**src/rtl/regfile_wb_queue.sv**
```systemverilog
// Write-back queue feeding the 32x32 regfile write port, with read-after-write hit lookup.
// Define WB_BYPASS_EN to also forward the youngest pending data for each lookup address.
module regfile_wb_queue #(
    parameter int unsigned DEPTH  = 4,
    parameter int unsigned DATA_W = 32,
    parameter int unsigned ADDR_W = 5
) (
    input  logic                     Clk,
    input  logic                     Rst_n,
    input  logic                     InValid,
    output logic                     InReady,
    input  logic [ADDR_W-1:0]        InAddr,
    input  logic [DATA_W-1:0]        InData,
    input  logic                     DrainEn,
    output logic                     RegWrite,
    output logic [ADDR_W-1:0]        WriteRegister,
    output logic [DATA_W-1:0]        WriteData,
    input  logic [ADDR_W-1:0]        ReadRegister1,
    input  logic [ADDR_W-1:0]        ReadRegister2,
    output logic                     Hit1,
    output logic                     Hit2,
    output logic [DATA_W-1:0]        BypassData1,
    output logic [DATA_W-1:0]        BypassData2,
    output logic [$clog2(DEPTH):0]   Count,
    output logic                     Empty,
    output logic                     Full
);

    localparam int unsigned PTR_W = $clog2(DEPTH);
    localparam int unsigned CNT_W = PTR_W + 1;

    logic [ADDR_W-1:0] addr_q [DEPTH];
    logic [DATA_W-1:0] data_q [DEPTH];
    logic [DEPTH-1:0]  valid_q;
    logic [PTR_W-1:0]  head_q, head_d;
    logic [PTR_W-1:0]  tail_q, tail_d;
    logic [CNT_W-1:0]  count_q, count_d;

    logic accept_c, push_c, pop_c;
    logic [PTR_W-1:0] idx;

    assign Empty    = (count_q == '0);
    assign Full     = (count_q == CNT_W'(DEPTH));
    assign Count    = count_q;
    assign InReady  = !Full;
    assign accept_c = InValid && InReady;
    // Writes to r0 complete the handshake but are dropped: r0 is hardwired zero.
    assign push_c   = accept_c && (InAddr != '0);
    assign RegWrite = DrainEn && !Empty;
    assign pop_c    = RegWrite;

    assign WriteRegister = Empty ? '0 : addr_q[head_q];
    assign WriteData     = Empty ? '0 : data_q[head_q];

    // Pointer and occupancy next-state.
    always_comb begin
        head_d  = head_q;
        tail_d  = tail_q;
        count_d = count_q;
        if (pop_c)  head_d = head_q + PTR_W'(1);
        if (push_c) tail_d = tail_q + PTR_W'(1);
        count_d = count_q + CNT_W'(push_c) - CNT_W'(pop_c);
    end

    always_ff @(posedge Clk or negedge Rst_n) begin
        if (!Rst_n) begin
            head_q  <= '0;
            tail_q  <= '0;
            count_q <= '0;
            valid_q <= '0;
            for (int i = 0; i < int'(DEPTH); i++) begin
                addr_q[i] <= '0;
                data_q[i] <= '0;
            end
        end else begin
            head_q  <= head_d;
            tail_q  <= tail_d;
            count_q <= count_d;
            if (pop_c) valid_q[head_q] <= 1'b0;
            if (push_c) begin
                valid_q[tail_q] <= 1'b1;
                addr_q[tail_q]  <= InAddr;
                data_q[tail_q]  <= InData;
            end
        end
    end

    logic [DATA_W-1:0] byp1_c, byp2_c;

    // Walk oldest to youngest so the last match is the youngest pending write.
    always_comb begin
        Hit1   = 1'b0;
        Hit2   = 1'b0;
        byp1_c = '0;
        byp2_c = '0;
        idx    = head_q;
        for (int k = 0; k < int'(DEPTH); k++) begin
            idx = head_q + PTR_W'(k);
            if (valid_q[idx] && (ReadRegister1 != '0) && (addr_q[idx] == ReadRegister1)) begin
                Hit1 = 1'b1;
`ifdef WB_BYPASS_EN
                byp1_c = data_q[idx];
`endif
            end
            if (valid_q[idx] && (ReadRegister2 != '0) && (addr_q[idx] == ReadRegister2)) begin
                Hit2 = 1'b1;
`ifdef WB_BYPASS_EN
                byp2_c = data_q[idx];
`endif
            end
        end
    end

    assign BypassData1 = byp1_c;
    assign BypassData2 = byp2_c;

endmodule

```
**config.mk**
```make
export PLATFORM = sky130hd
export DESIGN_NAME = regfile_wb_queue
export DESIGN_NICKNAME = d
export VERILOG_FILES = /design/src/rtl/regfile_wb_queue.sv
export SDC_FILE = /design/constraint.sdc
export NUM_CORES = 1
export LEC_CHECK = 0
export CORE_UTILIZATION = 40
export CTS_CLUSTER_DIAMETER = 100
export DETAILED_ROUTE_END_ITERATION = 8
export DONT_BUFFER_PORTS = 1
export SYNTH_ARGS = -nofsm -noshare
export SYNTH_HDL_FRONTEND = slang
export SYNTH_SLANG_ARGS = --single-unit
```
**constraint.sdc**
```tcl
create_clock -name Clk -period 4.4 [get_ports Clk]
set_input_delay 0.66 -clock Clk [delete_from_list [all_inputs] [get_ports Clk]]
set_output_delay 0.66 -clock Clk [all_outputs]
set_load 0.02 [all_outputs]
```
==> impl_metrics.ini <==
[synth]
ys_ff_latch = 159
synth_top_family_by_area = multiplexers
yosys-top-cells-area = dfrtp_1 45%, mux2_2 19%, mux4_2 10%
synth_compound_area_share_pct = 1.05
ys_seq_area_share_pct = 44.5
synth_top_area_cell = dfrtp_1
synth-xor-area-share_pct = 4.60
yosysWarnings = 0
syn_area_um2 = 8940
yosys.area_share.simple_pct = 5.61
syn_inst = 675
yosysUniqueCellTypes = 38
netlist.area_leader.share_pct = 44.5
synth_fa_ha_area_share_pct = 1.62
synthMuxAreaShare_pct = 33.6
syn_area_per_cell_um2 = 13.2

[critical_path]
cp_max_fo = 15
slowest_stage = ha_1
worstSetupStartpointType = flip-flop
cp.buffers_inverters = 2
arrival_ns = 3.39
critPathKind = flip-flop to output pin
cp_cell_sequence = inv_1, buf_4, ha_1, mux4_2, xnor2_1, nand4_1, nor4b_1, or4_1
crit_required_ns = 3.74
slowest_delay_ns = 0.79
cp_top_family = simple AND/OR/NAND/NOR gates
endpoint_kind = output pin

[sta]
rsz0062_at_grt = no
slew_viol_final = 0
setup_viol = 0
worst_slew_pin_slew_ns = 0.804
fin_crit_sh_pct = 92.0
final_hold_viol_count = 0
slew_headroom_pct = 46.2
fin_crit_ns = 4.05
fmax_mhz = 247
timing.final.ws_setup_ns = 0.353
skew_ns = 0.00984
tns_ns = 0

[power_and_ir_drop]
vdd_ir_drop_max_mv = 0.383
power_density_nw_per_um2 = 899
leakage_nw = 4.06

[final_layout]
diodes = 0
final_cell_mix = 157 x dfrtp_1, 149 x mux2_2, 64 x conb_1
syn_to_final_growth_pct = 6.07
drive_above_1_share_pct = 36.2
final_common_cell = dfrtp_1
finalNetCount = 723
fin_cells = 954

[drt]
vias = 5034
final_antenna_net_count = 0
drc = 0
routedWlPerCell_um = 20.0
routed_via_density = 5.28
dr.pass1.iters = 4
routed_wl_um = 19000
drt_iter0_drc = 218

[floorplan]
boundaryPins = 161
core_um2 = 21900
rows = 54
die_y_um = 152
start_util_pct = 40.8
die-area_um2 = 23000
dieWidth_um = 152

[clocking]
root_buffer = clkbuf_16
clock_latency_ns = 0.43
postCtsSetupRepairBufs = 0
cts_buffer_depth = 2
cts_tree = built
numCtsBuffers = 17
path_clk_slew_ns = 0.06
h-tree-depth = 4
cts_resized = 0
clkSinkCount = 159

[placed_design]
io_buffers = 0
place_hpwl_um = 12800
placed_cells = 921
place.gp.congestion = 0.901
pre_cts_slack_ns = 0.781

[global_routing]
antenna_found_initial = 0
grt_pass1_wl_um = 30300
overflow = 0
grt_pass1_vias = 5553
grt.total_usage_pct = 17.8
grt_max_degree = 160

[run]
maxCapViolCount = 0

[status]
outcome = finished, final reports clean

[hold_path]
hp-class = input pin to async pin
## area by class of cell
class	instances	area, um2
fill	1983	12400
multi-input combinational	458	4410
sequential	159	3980
clock buffer	18	439
tap	280	350
clock inverter	14	133
timing repair buffer	15	133
inverter	10	37.5
## cell usage after synthesis, drive strengths merged
| cell type | n |
|---|---|
| dfrtp | 159 |
| mux2 | 155 |
| buf | 95 |
| mux4 | 43 |
| and2 | 33 |
| mux2i | 28 |
| nand2 | 25 |
| xnor2 | 25 |
| xor2 | 22 |
| clkbuf | 16 |
| nor2 | 13 |
| ha | 10 |
| inv | 10 |
| nand4 | 6 |
| o21ai | 6 |
| nor3 | 4 |
| a31oi | 3 |
| nor4 | 3 |
| nor4b | 3 |
| or3 | 3 |
| a21oi | 2 |
| nand3 | 2 |
| or4 | 2 |
| a2111oi | 1 |
| a211oi | 1 |
| a32oi | 1 |
| conb | 1 |
| fa | 1 |
| nor2b | 1 |
| o311a | 1 |
## per-stage QoR
stage / cell area (um2) / hold WS (ns) / utilization (%) / power, mW
after CTS: 9480 / 0.293 / 43.3 / 8.64
after detailed placement: 8880 / 0.368 / 40.6 / 7.17
final: 9480 / 0.209 / 43.3 / 8.53
after global placement: 8880 / 0.368 / 40.6 / 6.98
after global routing: 9480 / 0.308 / 43.3 / 9.12
after floorplan: 9180 / 0.364 / - / 6.39
## metal layers
metal	vias up	wire, um	track usage, %
li1	2239	-	-
met1	2612	7760	21.3
met2	161	9560	29.9
met3	22	1440	5.87
met4	0	282	6.04
met5	-	0	0
## registers in the layout (all words and copies together), names as in the netlist
| signal | flops |
|---|---|
| data_q | 128 |
| valid_q | 4 |
| head_q | 2 |
| Count | 3 |
| addr_q | 20 |
| tail_q | 2 |
## final timing paths
check / end / startpoint / depth (start not counted) / slack (ns)
worst max-delay path: Hit1 / head_q[1] / 8 / 0.35
min in group Clk: data_q[13] / InData[13] / 1 / 0.37
worst max register to register: Count[2] / Count[1] / 10 / 1.64
max in group asynchronous: head_q[0] / Rst_n / 1 / 3.52
worst min-delay path: data_q[112] / Rst_n / 1 / 0.21
worst min register to register: data_q[13] / data_q[13] / 1 / 0.50
## power breakdown
part	internal (mW)	switching, mW	total [mW]
clock	0.802	0.610	1.41
sequential	2.22	0.475	2.70
combinational	2.13	2.28	4.41
total	5.16	3.37	8.53
## what timing repair did
| item | in CTS | in global routing |
|---|---|---|
| setup endpoints to repair | 0 | 0 |
| hold buffers | 1 | 0 |
| endpoints found under the hold margin | 159 | 0 |
## cells by family (layout without fill, tap and decap cells)
kind of cell,after synthesis,after routing
compound gates,15,15
xor+xnor,47,47
fa+ha+maj,11,11
buf+inv,121,57
flops,159,159
mux,226,226
other cells,1,64
simple gates,95,95
No activity file was read; power rests on OpenSTA's default activity.
